--- config.mk ---
export PLATFORM = sky130hd
export DESIGN_NAME = dram_lsu
export DESIGN_NICKNAME = d
export VERILOG_FILES = /design/src/rtl/dram_lsu.sv
export SDC_FILE = /design/constraint.sdc
export NUM_CORES = 1
export LEC_CHECK = 0
export BUFFER_PORTS_ARGS = -buffer_cell sky130_fd_sc_hd__clkbuf_2
export CAP_MARGIN = 20
export CORE_ASPECT_RATIO = 1.2
export CORE_MARGIN = 4
export CORE_UTILIZATION = 48
export CTS_CLUSTER_DIAMETER = 40
export CTS_CLUSTER_SIZE = 28
export DETAILED_ROUTE_END_ITERATION = 10
export MAX_ROUTING_LAYER = met4
export PLACE_DENSITY = 0.81
export SLEW_MARGIN = 20
export SYNTH_ARGS = -nofsm -noshare
export SYNTH_HDL_FRONTEND = slang
export SYNTH_SLANG_ARGS = --single-unit
--- constraint.sdc ---
create_clock -name clk -period 2.7 [get_ports clk]
set_clock_uncertainty 0.05 [all_clocks]
set_input_delay 0.675 -clock clk [delete_from_list [all_inputs] [get_ports clk]]
set_output_delay 0.675 -clock clk [all_outputs]
set_load 0.02 [all_outputs]
--- src/rtl/dram_lsu.sv ---
// Load/store initiator for the single-port-pair data DRAM.
//
// Converts byte-addressed byte/half/word requests from the memory stage into
// word-indexed DRAM reads and writes. Handles lane selection, sign/zero
// extension of loads and read-modify-write for sub-word stores. Misaligned,
// illegal-size and out-of-range requests complete with an error response and
// never touch memory.
//
// Ports:
//   clk, rst          clock and synchronous active-high reset
//   req_valid/ready   request handshake; taken when both high at posedge
//   req_we            1 = store, 0 = load
//   req_size          0 byte, 1 half, 2 word, 3 illegal
//   req_unsigned      zero-extend sub-word loads
//   req_addr          byte address
//   req_wdata         store data, right-aligned
//   resp_valid        one-cycle completion pulse
//   resp_rdata        load result (0 for stores and errors), held between responses
//   resp_err          error flag, valid with resp_valid
//   mem_rd_*          DRAM read port; data returns the cycle after mem_rd_en
//   mem_wr_*          DRAM write port; DRAM commits on the negedge of the strobe cycle
module dram_lsu #(
  parameter int unsigned DATA_W = 32,  // lane logic assumes 32
  parameter int unsigned ADDR_W = 12
) (
  input  logic              clk,
  input  logic              rst,
  input  logic              req_valid,
  output logic              req_ready,
  input  logic              req_we,
  input  logic [1:0]        req_size,
  input  logic              req_unsigned,
  input  logic [31:0]       req_addr,
  input  logic [31:0]       req_wdata,
  output logic              resp_valid,
  output logic [31:0]       resp_rdata,
  output logic              resp_err,
  output logic              mem_rd_en,
  output logic [ADDR_W-1:0] mem_rd_addr,
  input  logic [DATA_W-1:0] mem_rd_data,
  output logic              mem_wr_en,
  output logic [ADDR_W-1:0] mem_wr_addr,
  output logic [DATA_W-1:0] mem_wr_data
);

  typedef enum logic [1:0] {
    StIdle,
    StRd,
    StLd,
    StWr
  } state_e;

  state_e state_q, state_d;

  // Latched request
  logic              we_q;
  logic              uns_q;
  logic [1:0]        size_q;
  logic [1:0]        lane_q;
  logic [ADDR_W-1:0] idx_q;
  logic [31:0]       wdata_q;

  // Registered response
  logic        resp_valid_q, resp_valid_d;
  logic        resp_err_q, resp_err_d;
  logic [31:0] resp_rdata_q, resp_rdata_d;

  logic        accept;
  logic        req_err;
  logic [7:0]  ld_byte;
  logic [15:0] ld_half;
  logic [31:0] ld_data;
  logic [31:0] merged;

  assign req_ready = (state_q == StIdle) & ~rst;
  assign accept    = req_valid & req_ready;

  // Request legality: size, natural alignment and range of the byte space.
  always_comb begin
    req_err = 1'b0;
    case (req_size)
      2'd0:    req_err = 1'b0;
      2'd1:    req_err = req_addr[0];
      2'd2:    req_err = |req_addr[1:0];
      default: req_err = 1'b1;
    endcase
    if (|req_addr[31:ADDR_W+2]) begin
      req_err = 1'b1;
    end
  end

  // Load formatting from the word returned by the DRAM.
  always_comb begin
    ld_byte = mem_rd_data[7:0];
    case (lane_q)
      2'd0:    ld_byte = mem_rd_data[7:0];
      2'd1:    ld_byte = mem_rd_data[15:8];
      2'd2:    ld_byte = mem_rd_data[23:16];
      default: ld_byte = mem_rd_data[31:24];
    endcase
    ld_half = lane_q[1] ? mem_rd_data[31:16] : mem_rd_data[15:0];
    case (size_q)
      2'd0:    ld_data = {{24{~uns_q & ld_byte[7]}}, ld_byte};
      2'd1:    ld_data = {{16{~uns_q & ld_half[15]}}, ld_half};
      default: ld_data = mem_rd_data;
    endcase
  end

  // Sub-word store merge: old word with the addressed lane(s) replaced.
  always_comb begin
    merged = mem_rd_data;
    if (size_q == 2'd0) begin
      case (lane_q)
        2'd0:    merged[7:0]   = wdata_q[7:0];
        2'd1:    merged[15:8]  = wdata_q[7:0];
        2'd2:    merged[23:16] = wdata_q[7:0];
        default: merged[31:24] = wdata_q[7:0];
      endcase
    end else if (lane_q[1]) begin
      merged[31:16] = wdata_q[15:0];
    end else begin
      merged[15:0] = wdata_q[15:0];
    end
  end

  // Next state and response
  always_comb begin
    state_d      = state_q;
    resp_valid_d = 1'b0;
    resp_err_d   = 1'b0;
    resp_rdata_d = resp_rdata_q;
    case (state_q)
      StIdle: begin
        if (accept) begin
          if (req_err) begin
            resp_valid_d = 1'b1;
            resp_err_d   = 1'b1;
            resp_rdata_d = '0;
          end else if (req_we && (req_size == 2'd2)) begin
            state_d = StWr;
          end else begin
            // Loads and sub-word stores both start with a read.
            state_d = StRd;
          end
        end
      end
      StRd: begin
        state_d = we_q ? StWr : StLd;
      end
      StLd: begin
        state_d      = StIdle;
        resp_valid_d = 1'b1;
        resp_rdata_d = ld_data;
      end
      StWr: begin
        state_d      = StIdle;
        resp_valid_d = 1'b1;
        resp_rdata_d = '0;
      end
      default: state_d = StIdle;
    endcase
  end

  always_ff @(posedge clk) begin
    if (rst) begin
      state_q      <= StIdle;
      resp_valid_q <= 1'b0;
      resp_err_q   <= 1'b0;
      resp_rdata_q <= '0;
    end else begin
      state_q      <= state_d;
      resp_valid_q <= resp_valid_d;
      resp_err_q   <= resp_err_d;
      resp_rdata_q <= resp_rdata_d;
    end
  end

  always_ff @(posedge clk) begin
    if (rst) begin
      we_q    <= 1'b0;
      uns_q   <= 1'b0;
      size_q  <= 2'd0;
      lane_q  <= 2'd0;
      idx_q   <= '0;
      wdata_q <= '0;
    end else if (accept) begin
      we_q    <= req_we;
      uns_q   <= req_unsigned;
      size_q  <= req_size;
      lane_q  <= req_addr[1:0];
      idx_q   <= req_addr[ADDR_W+1:2];
      wdata_q <= req_wdata;
    end
  end

  // Strobes come straight from state so the DRAM sees them in the same cycle;
  // reset gates them so a write in flight is suppressed immediately.
  assign mem_rd_en   = (state_q == StRd) & ~rst;
  assign mem_wr_en   = (state_q == StWr) & ~rst;
  assign mem_rd_addr = idx_q;
  assign mem_wr_addr = idx_q;
  assign mem_wr_data = (mem_wr_en && (size_q != 2'd2)) ? merged : wdata_q;

  assign resp_valid = resp_valid_q;
  assign resp_err   = resp_err_q;
  assign resp_rdata = resp_rdata_q;

endmodule

======== Word level (Yosys, flattened, before mapping) ========
Index checks and enable logic that the tools add are counted.
storage, ports and cells
  flip-flop bits (word level) ............. 86
  input port bits ......................... 103
  output and inout port bits .............. 93
  word-level logic and storage cells ...... 69
operators by class
  equality and inequality tests ........... 12
  mux-type cells .......................... 24
  bitwise gates (word level) .............. 9
  reduce and logical (&&, ||, !) cells .... 14
operators by type and width
  kind                                            number
  two-way mux 32 bit                              4
  case mux 32 bit (3 select lines)                1
  case mux 32 bit (2 select lines)                1
  two-way mux 16 bit                              3
  two-way mux 8 bit                               4
  case mux 8 bit (3 select lines)                 1
  OR reduction 18 bit                             1
  == test 2 x 1 -> 1 bit (second input constant)  4
  == test 2 bit (second input constant)           4
  logical NOT 2 bit                               4
  inequality test 2 bit (second input constant)   4
  AND 1 bit                                       6
  two-way mux 2 bit                               3
  case mux 2 bit (3 select lines)                 1
  OR reduction 2 bit                              3
  two-way mux 1 bit                               4
  inverter 1 bit                                  3
  case mux 1 bit (3 select lines)                 1
  AND reduction 3 bit                             1
  nonzero test 3 bit                              1
  OR reduction 3 bit                              1
  logical AND 1 bit                               2
  case mux 1 bit (2 select lines)                 1
  AND reduction 2 bit                             1

======== Logic depth before layout (Yosys ltp) ========
Gate-level depths: netlist of the first run.
  word-level depth ........................ 6
  depth in mapped cells ................... 8
  gate-level depth less buffers ........... 4

======== Worst setup path after synthesis of the first run ========
OpenSTA, ideal clock, no wires.
  path kind ............................... input -> output
  from .................................... input port rst
  to ...................................... output port mem_wr_data[25]
  data arrival time ....................... 1972 ps
  required time ........................... 1975 ps
  path slack .............................. 3 ps
  stages on the path ...................... 5
  path buffers ............................ 2
  cells stage by stage .................... buf_6 > and3b_1 > nand2_1 > clkbuf_1 > o21ai_0
between the ends
  longest elaborated chain between the ends .. 4
ends and longest elaborated chain
  element             line  source
  from (decl)         27    input logic rst,
  inverter 1 bit      199   assign mem_wr_en = (state_q == StWr) & ~rst;
  AND 1 bit           199
  via mem_wr_en       41    output logic mem_wr_en,
  logical AND 1 bit   202   assign mem_wr_data = (mem_wr_en && (size_q != 2'd2)) ? merged : wdata_q;
  two-way mux 32 bit  202
  to (decl)           43    output logic [DATA_W-1:0] mem_wr_data
The timed path passes the listed nets, and every way through them passes these cells.

======== Worst setup path after layout of the first run ========
  from .................................... register size_q[1]
  to ...................................... output port mem_wr_data[14]
between the ends
  longest elaborated chain between the ends .. 3
  elaborated cells between the ends (all ways) .. 5
  classes of those cells .................. 1 x eq/ne; 2 x mux; 2 x reduce/logical
ends and longest elaborated chain
  element                                                     line      source
  from (decl)                                                 58        logic [1:0] size_q;
  from (signal assigned)                                      189       size_q <= req_size;
  logical NOT 2 bit or inequality test 2 bit (tied branches)  112, 202
  two-way mux 32 bit or logical AND 1 bit (tied branches)     112, 202
  two-way mux 32 bit (*)                                      202
Every way passes the cells marked *; elsewhere a longest branch is shown, timed or not.

==> results by group, run 1 <==
Outcome
  – Status: finished clean

Yosys
  – Area leader, netlist: dfxtp_1
  – Ys flop type: dfxtp_1
  – EDFF count, synth: 0
  – Post-synthesis sequential element count: 86
  – Synthesized net count: 657
  – Cell with the most instances after synthesis: nand2_1
  – Sequential fraction of the synthesis area: 39.28%
  – Ys async rst share: 0%
  – Synthesized area: 4383 um2
  – Mapped Cells: 554
  – Synth Area per Inst: 7.911 um2
  – Synth top area cells: dfxtp_1 39%, nand2_1 14%, o21ai_0 8.0%
  – Ys Warns: 0
  – Post-synthesis cell type count: 48
  – Most frequent cells after synthesis: 164 x nand2_1, 86 x dfxtp_1, 70 x o21ai_0
  – Post-synth top area share: 39.28%

Setup path
  – Reg2reg end: resp_rdata[18]
  – Reg2reg start: lane_q[1]
  – Worst r2r path cells: 5
  – Critical-path top delay cell: or3b_4
  – Critical path endpoint category: output pin
  – Slowest stage delay, CP: 0.46 ns
  – CP cell instances: or3b_4, nor2_4, a22oi_1, o2bb2ai_1, clkbuf_2
  – Type of origin of the critical path: flop
  – Worst Setup Path Type: reg2out
  – Critical Path RT: 1.98 ns
  – CP max FO: 6
  – Crit path DAT: 1.91 ns
  – Reg-to-reg slack, setup: 0.58 ns

Clocking
  – H-tree Lvls: 3
  – Worst-Skew Late Latency: 0.36 ns
  – Num CTS Buffers: 9
  – CTS root buf: clkbuf_8
  – Clk pin slew, worst setup/hold paths: 0.08 ns
  – CTS Buffer Depth: 2
  – # clock sinks: 86
  – TritonCTS clock tree: built
  – CTS Hold Buffers Added: 0

Routing
  – Pre-Repair DR Iteration Count: 7
  – DR WL/cell: 17.69 um
  – Final ANT Viol Nets: 0
  – Final WL: 15000 um
  – DRC: 0
  – Routed via count: 4823
  – DR vias/cell: 5.688
  – DR iter-0 viols: 347

Placement
  – Port Buffers: 195
  – Post-DP Area: 5321 um2
  – Post-DP HPWL: 11530 um
  – Placer Congestion: 0.9457
  – Setup slack at placement: 0.09024 ns

Power
  – Sw power: 0.8849 mW
  – Total Power: 2.870 mW
  – Sequential share of power: 48.1%
  – Clock share of power: 31.6%
  – Pint: 1.985 mW
  – Peak supply drop: 358.7 uV
  – Comb power frac: 20.3%
  – Cell Pwr Density: 510.4 nW/um2
  – Switching portion of total power: 30.83%
  – Cell leakage power: 2.517 nW

GRT
  – Largest net degree at the start of global routing: 51
  – Vias in the first global route: 4476
  – Total track usage: 27.91%
  – Initial antenna violation count: 0
  – Gr ovfl total: 0
  – First-pass GRT wire length: 22730 um

Timing
  – Achievable frequency: 0.3794 GHz
  – Slew HR: 59.16%
  – Worst Tran Pin Value: 0.6109 ns
  – Final hold vios: 0
  – Final Critical Period: 2.636 ns
  – RSZ-0062 raised after global routing: true
  – Final WS setup: 0.06437 ns
  – Final worst path period share: 97.62%
  – Total Neg Setup Slack: 0 ns
  – # setup viols final: 0
  – Fin. max-slew vios: 0

Floorplanning
  – Die Ht: 112.7 um
  – Top Ports: 196
  – Core ar.: 8750 um2
  – DIE AREA: 10730 um2
  – Initial Utilization: 50.09%
  – Die X: 95.23 um
  – Core Rows: 37

Layout
  – Area grow syn2layout: 28.32%
  – Ant diodes: 0
  – Layout cells sized above 1: 36.80%
  – Layout Nets: 829
  – Final-layout fill cell count: 836
  – Final core utilization: 64.28%
  – Fin area: 5624 um2

Hold path
  – Hold Path Cell Cnt: 2
  – Hold Startpoint: resp_rdata[4]
  – Worst hold path class: reg2reg
  – WHS Endpoint: resp_rdata[4]

Flow run
  – Max Cap Violations: 0
## metal layers
| metal | routed length [um] | up-vias | track usage [%] |
|---|---|---|---|
| met5 | 0 | - | - |
| met2 | 7258 | 278 | 44.70 |
| met4 | 407 | 0 | 11.74 |
| met3 | 1400 | 36 | 4.826 |
| li1 | - | 2297 | - |
| met1 | 5936 | 2212 | 34.26 |
## cells in the final DEF, fill, tap and decap left out, types with 4 or more instances in the layout
cell	synthesis	routed
o21ai_1	4	4
o2bb2ai_1	15	14
mux2i_1	11	11
o211ai_1	16	16
o21ai_0	70	70
inv_1	7	7
a21oi_1	8	8
buf_4	15	20
o31ai_1	4	4
mux2_2	15	15
clkbuf_8	0	9
nand2_1	164	164
o22ai_1	23	23
clkbuf_2	0	188
dfxtp_2	0	4
o21bai_1	7	7
a22oi_1	8	8
nor4_1	4	4
dfxtp_1	86	82
a221oi_1	8	8
o221ai_1	7	7
## sequential cells by signal, summed over array words and instances (netlist names), 2 cells and up
register	cells
wdata_q	32
resp_rdata	32
size_q	2
mem_rd_addr	12
lane_q	2
state_q	2
## power groups by stage
stage / combinational, mW / clock [mW] / sequential [mW]
floorplan: 0.349 / 0 / 1.40
global route: 0.632 / 0.975 / 1.39
global placement: 0.552 / 0 / 1.40
finish: 0.584 / 0.907 / 1.38
CTS: 0.566 / 0.932 / 1.38
detailed placement: 0.562 / 0 / 1.40
## what timing repair did
action,CTS,global route
cloned,0,1
endpoints found under the setup margin,26,19
resized for setup,4,21
buffers inserted,2,2
pin swaps,1,4
## critical path, delay by kind of cell, from the launching register on
family / cells / cell delay, ns
DFF: 1 / 0.35
and+or+nand+nor: 2 / 0.63
AOI/OAI and AO/OA: 2 / 0.35
buffers and inverters: 1 / 0.22
## how the worst max path moves through the flow
stage               slack [ns]  cells past startpoint              end       from
detailed placement        0.09                      6   mem_wr_data[1]        rst
CTS                      -0.01                      5  mem_wr_data[15]  size_q[0]
global placement          0.11                      6   mem_wr_data[4]        rst
finish                    0.06                      5  mem_wr_data[14]  size_q[1]
floorplan                0.003                      5  mem_wr_data[25]        rst
global route             -0.02                      6  mem_wr_data[10]  size_q[1]
## layout make-up
type	count	area, um2	share of cell area (%)
clock buffers	9	123.9	2.202
well taps	117	146.4	2.603
clock inverters	7	72.57	1.290
inverters	7	26.28	0.4672
multi-input cells	405	2326	41.36
repair buffers	217	1202	21.38
flip-flops and latches	86	1727	30.70
## logic make-up (layout without fill, tap and decap cells)
logic type | Yosys count | in the layout | share of synthesized area, %
muxes | 26 | 26 | 6.366
AOI/OAI and AO/OA | 180 | 180 | 26.64
buffers and inverters | 64 | 240 | 8.250
and+or+nand+nor | 198 | 199 | 19.47
DFF | 86 | 86 | 39.28
## metrics by stage
step / hold slack, ns / std cells
6_report: 0.4067 / 848
5_1_grt: 0.4281 / 848
4_1_cts: 0.4076 / 845
3_5_place_dp: 0.3956 / 827
3_3_place_gp: 0.3906 / 827
2_1_floorplan: 0.3817 / 554
No activity file was read; power rests on OpenSTA's default activity.
==> inputs of run 2 (changes only) <==
Settings changed: CORE_UTILIZATION 48 to 49, CTS_BUF_LIST set to sky130_fd_sc_hd__clkbuf_4, PLACE_DENSITY 0.81 to 0.83.
==> results by group, run 2 (synthesized netlist as in run 1, its figures left out) <==
Clocking
  – CTS root buf: clkbuf_4
  – TritonCTS clock tree: built
  – CTS Buffer Depth: 2 (unchanged)
  – H-tree Lvls: 3 (unchanged)
  – Worst-Skew Late Latency: 0.43 ns (+0.07 ns)
  – Num CTS Buffers: 9 (unchanged)
  – Clk pin slew, worst setup/hold paths: 0.13 ns (+0.05 ns)
  – CTS Hold Buffers Added: 0 (unchanged)
  – # clock sinks: 86 (unchanged)

Setup path
  – Reg-to-reg slack, setup: 0.63 ns (+0.05 ns)
  – Critical path endpoint category: output pin
  – Worst r2r path cells: 6 (+1)
  – Critical Path RT: 1.98 ns (about the same)
  – Reg2reg start: size_q[0]
  – CP max FO: 10 (+4)
  – Reg2reg end: resp_rdata[24]
  – Type of origin of the critical path: flop
  – Crit path DAT: 1.99 ns (+0.08 ns)
  – Worst Setup Path Type: reg2out

Hold path
  – Hold Path Cell Cnt: 3 (+1)
  – Hold Startpoint: req_wdata[7]
  – Worst hold path class: in2reg
  – WHS Endpoint: wdata_q[7]

Timing
  – Total Neg Setup Slack: -0.03092 ns (-0.03092 ns)
  – # setup viols final: 2 (+2)
  – Achievable frequency: 0.3679 GHz (-3.0%)
  – Final worst path period share: 100.7% (+3.1 points)
  – Final hold vios: 0 (unchanged)
  – Fin. max-slew vios: 0 (unchanged)
  – RSZ-0062 raised after global routing: true
  – Final Critical Period: 2.718 ns (+0.08260 ns)
  – Final WS setup: -0.01824 ns (-0.08260 ns)
  – Slew HR: 50.39% (-8.8 points)
  – Worst Tran Pin Value: 0.7420 ns (+0.1311 ns)

Layout
  – Ant diodes: 0 (unchanged)
  – Final-layout fill cell count: 748 (-11%)
  – Area grow syn2layout: 31.06%
  – Fin area: 5744 um2 (+2.1%)
  – Layout cells sized above 1: 38.19% (+1.4 points)
  – FF/Latch Area: 1728 um2 (about the same)
  – Multi-input logic area: 2436 um2 (+4.7%)
  – Layout Nets: 826 (-0.36%)
  – Most frequent cells in the layout: 164 x nand2_1, 164 x clkbuf_2, 81 x dfxtp_1

Floorplanning
  – DIE AREA: 10530 um2 (-1.9%)
  – Die Ht: 111.6 um (-0.95%)
  – Core ar.: 8657 um2 (-1.1%)
  – Core Rows: 37 (unchanged)
  – Initial Utilization: 50.63% (+0.54 points)
  – Top Ports: 196 (unchanged)
  – Die X: 94.34 um (-0.94%)

Routing
  – DR WL/cell: 18.56 um (+4.9%)
  – Routed via count: 4889 (+1.4%)
  – DR vias/cell: 5.786 (+1.7%)
  – DR iter-0 viols: 419 (+21%)
  – DRC: 0 (unchanged)
  – Final WL: 15690 um (+4.6%)
  – Final ANT Viol Nets: 0 (unchanged)
  – Pre-Repair DR Iteration Count: 5 (-2)

Placement
  – Placer Congestion: 0.9907 (+4.8%)
  – Port Buffers: 195 (unchanged)
  – Post-DP Area: 5329 um2 (+0.14%)
  – Post-DP HPWL: 11610 um (+0.72%)

GRT
  – Largest net degree at the start of global routing: 101 (+98%)
  – Total track usage: 29.35% (+1.4 points)
  – GR Util met1: 36.98% (+2.7 points)
  – Busiest layer in global routing: met2
  – GR Layer Usage met3: 5.068% (+0.24 points)
  – Vias in the first global route: 4550 (+1.7%)
  – Initial antenna violation count: 0 (unchanged)
  – Gr ovfl total: 0 (unchanged)
  – First-pass GRT wire length: 23340 um (+2.7%)
  – Met2 Use GR: 45.50% (+0.80 points)

Power
  – Cell leakage power: 2.561 nW (+1.8%)
  – Cell Pwr Density: 462.6 nW/um2 (-9.4%)
  – Peak supply drop: 294.5 uV (-18%)

Outcome
  – Status: finished with violations
  – Failing checks: setup timing

Flow run
  – Max Cap Violations: 0 (unchanged)
## run 2: changes by cell type in the layout (fill, tap and decap cells not counted), moves of 8 or more
cell,before,now
clkbuf_2,188,164
clkbuf_8,9,1
clkbuf_4,1,13
buf_2,2,13
mux2_4,0,8
mux2_2,15,7
## run 2: metal layers
layer | wire (um) | up-vias
met2 | 7354 | 304
met5 | 0 | -
met3 | 1536 | 49
met1 | 6240 | 2242
li1 | - | 2294
met4 | 556 | 0
## run 2: per-stage QoR
stage / power [mW] / setup slack (ns) / cells / utilization [%] / hold WS (ns)
after floorplan: 1.749 / 0.002973 / 554 / - / 0.3817
after global placement: 1.965 / 0.1356 / 823 / 61.56 / 0.3910
after detailed placement: 1.972 / 0.1188 / 823 / 61.56 / 0.3941
after CTS: 2.613 / -0.02658 / 845 / 64.36 / 0.3566
after global routing: 2.777 / -0.08083 / 845 / 66.35 / 0.3511
final: 2.657 / -0.01824 / 845 / 66.35 / 0.3738
## run 2: worst max-delay path by stage
stage	slack (ns)	end	startpoint	depth (start not counted)
2_1_floorplan	0.003	mem_wr_data[25]	rst	5
3_3_place_gp	0.14	mem_wr_data[2]	rst	6
3_5_place_dp	0.12	mem_wr_data[5]	rst	6
4_1_cts	-0.03	mem_wr_data[15]	size_q[1]	5
5_1_grt	-0.08	mem_wr_data[28]	size_q[0]	6
6_report	-0.02	mem_wr_data[19]	size_q[0]	6
## run 2: area by class of cell
class	count	area share, %
Clock buffer	11	1.438
Sequential cell	86	30.08
Tap cell	117	2.548
Inverter	7	0.4574
Timing Repair Buffer	215	22.61
Clock inverter	5	0.4574
Multi-Input combinational cell	404	42.41
## run 2: timing repair
item / 4_1_cts / 5_1_grt
pin swaps: 9 / 8
buffers inserted: 6 / 0
resized for setup: 22 / 77
setup endpoints to repair: 30 / 32
## run 2: worst max-delay path, cell delays in order, from the launching register on
cell and delay (ns):
dfxtp_2 0.35, or3b_4 0.44, buf_12 0.17, nand2_8 0.10, mux2i_2 0.25, o21ai_1 0.09
buf_4 0.16
## run 2: power by group
group / internal (mW) / switching (mW) / total, mW
logic: 0.267 / 0.375 / 0.641
clock network: 0.203 / 0.431 / 0.634
registers: 1.32 / 0.0569 / 1.38
==> inputs of run 3 (changes only) <==
Settings changed: SLEW_MARGIN 20 to 25.
Clock period 2.7 ns to 2.6 ns, I/O delays scaled along.
==> results by group, run 3 (synthesized netlist as in run 1, its figures left out) <==
Floorplanning
  – Initial Utilization: 50.63% (unchanged)
  – Die Ht: 111.6 um (unchanged)
  – Core Rows: 37 (unchanged)
  – DIE AREA: 10530 um2 (unchanged)
  – Die X: 94.34 um (unchanged)
  – Top Ports: 196 (unchanged)
  – Core ar.: 8657 um2 (unchanged)

Layout
  – Area grow syn2layout: 34.66%
  – Layout cells sized above 1: 40.90% (+2.7 points)
  – Ant diodes: 0 (unchanged)
  – Most common cell after layout, fill and taps aside: clkbuf_2
  – Layout Nets: 834 (+0.97%)
  – Most frequent cells in the layout: 167 x clkbuf_2, 164 x nand2_1, 83 x dfxtp_1
  – Final-layout fill cell count: 732 (-2.1%)

Power
  – Peak supply drop: 324.8 uV (+10%)
  – Cell Pwr Density: 492.1 nW/um2 (+6.4%)
  – Total Power: 2.904 mW (+9.3%)
  – Cell leakage power: 2.585 nW (+0.93%)

Routing
  – DRC: 0 (unchanged)
  – Final WL: 15390 um (-1.9%)
  – Final ANT Viol Nets: 0 (unchanged)
  – DR WL/cell: 18.05 um (-2.8%)
  – DR iter-0 viols: 353 (-16%)
  – Routed via count: 4918 (+0.59%)
  – DR vias/cell: 5.766 (-0.35%)
  – Pre-Repair DR Iteration Count: 5 (unchanged)

Hold path
  – Hold Path Cell Cnt: 3 (unchanged)
  – Worst hold path class: in2reg
  – WHS Endpoint: wdata_q[27]
  – Hold Startpoint: req_wdata[27]

Timing
  – Final hold vios: 0 (unchanged)
  – Final worst path period share: 105.7%
  – Slew HR: 52.97% (+2.6 points)
  – Fin. max-slew vios: 0 (unchanged)
  – Worst Tran Pin Value: 0.7035 ns (-0.03851 ns)
  – Achievable frequency: 0.3637 GHz
  – # setup viols final: 31 (+29)
  – RSZ-0062 raised after global routing: true
  – Hold slack final: 0.3412 ns (-0.03257 ns)
  – Final WS setup: -0.1493 ns (-0.1311 ns)
  – Final Critical Period: 2.749 ns

Clocking
  – # clock sinks: 86 (unchanged)
  – Clk pin slew, worst setup/hold paths: 0.13 ns (about the same)
  – TritonCTS clock tree: built
  – Worst-Skew Late Latency: 0.44 ns (about the same)
  – H-tree Lvls: 3 (unchanged)
  – CTS Buffer Depth: 2 (unchanged)
  – CTS root buf: clkbuf_4
  – Num CTS Buffers: 9 (unchanged)

Setup path
  – CP max FO: 8 (-2)
  – Critical path endpoint category: output pin
  – Worst Setup Path Type: reg2out
  – Worst r2r path cells: 5 (-1)
  – Reg2reg start: lane_q[1]
  – CP Launch Point: size_q[0]
  – Critical Path RT: 1.90 ns (-0.08 ns)
  – Crit path DAT: 2.05 ns (+0.06 ns)
  – Reg2reg end: resp_rdata[16]
  – Reg-to-reg slack, setup: 0.56 ns (-0.07 ns)
  – Type of origin of the critical path: flop

GRT
  – Vias in the first global route: 4632 (+1.8%)
  – Largest net degree at the start of global routing: 101 (unchanged)
  – Gr ovfl total: 0 (unchanged)
  – First-pass GRT wire length: 23520 um (+0.74%)
  – Total track usage: 29.49% (+0.14 points)
  – Initial antenna violation count: 0 (unchanged)

Placement
  – Setup slack at placement: 0.04026 ns (-0.07851 ns)
  – Port Buffers: 195 (unchanged)
  – Placer Congestion: 0.9374 (-5.4%)
  – Post-DP HPWL: 11420 um (-1.6%)

Flow run
  – Max Cap Violations: 0 (unchanged)

Outcome
  – Status: finished with violations
  – Failing checks: setup timing
-- run 3: layout make-up --
cell class	instances	area [um2]	area share, %
clock inverter	4	47.55	0.8056
multi-input combinational	404	2546	43.14
inverter	7	26.28	0.4452
timing repair buffer	223	1320	22.37
clock buffer	12	90.09	1.526
tap	117	146.4	2.480
sequential	86	1725	29.23
-- run 3: critical path, stage by stage (launching register included) --
cell	delay [ns]
dfxtp_2	0.35
or3b_4	0.41
buf_6	0.16
nor2_4	0.23
a22oi_2	0.15
o2bb2ai_2	0.17
buf_6	0.15
-- run 3: worst max-delay path by stage --
stage / endpoint / cells after the start / slack (ns)
finish: mem_wr_data[10] / 6 / -0.15
global route: mem_wr_data[12] / 6 / -0.24
CTS: mem_wr_data[13] / 6 / -0.17
detailed placement: mem_wr_data[2] / 6 / 0.04
global placement: mem_wr_data[7] / 6 / 0.07
floorplan: mem_wr_data[25] / 5 / -0.05
-- run 3: metrics by stage --
step / TNS (ns) / util [%] / instances / cell area [um2]
floorplan: -0.4984 / - / 554 / 4383
global placement: 0 / 61.50 / 824 / 5324
detailed placement: 0 / 61.50 / 824 / 5324
CTS: -3.351 / 65.95 / 846 / 5709
global route: -6.057 / 68.17 / 853 / 5902
finish: -2.800 / 68.17 / 853 / 5902
-- run 3: metal layers --
layer	vias up	wire, um	track usage (%)	share of wire (%)
met5	-	0	-	0
met3	44	1660	4.662	11
met2	308	7260	45.27	47
li1	2318	-	-	-
met1	2248	5841	37.20	38
met4	0	631	15.22	4.1
-- run 3: what timing repair did --
item,in CTS,in global routing
pin swaps,18,14
cloned,1,0
resized for setup,50,57
endpoints found under the setup margin,32,32
buffers inserted,5,7
hold buffers,0,0
-- run 3: report_power, final --
part	switching, mW	internal, mW
clock	0.445	0.323
sequential	0.0619	1.38
combinational	0.405	0.293
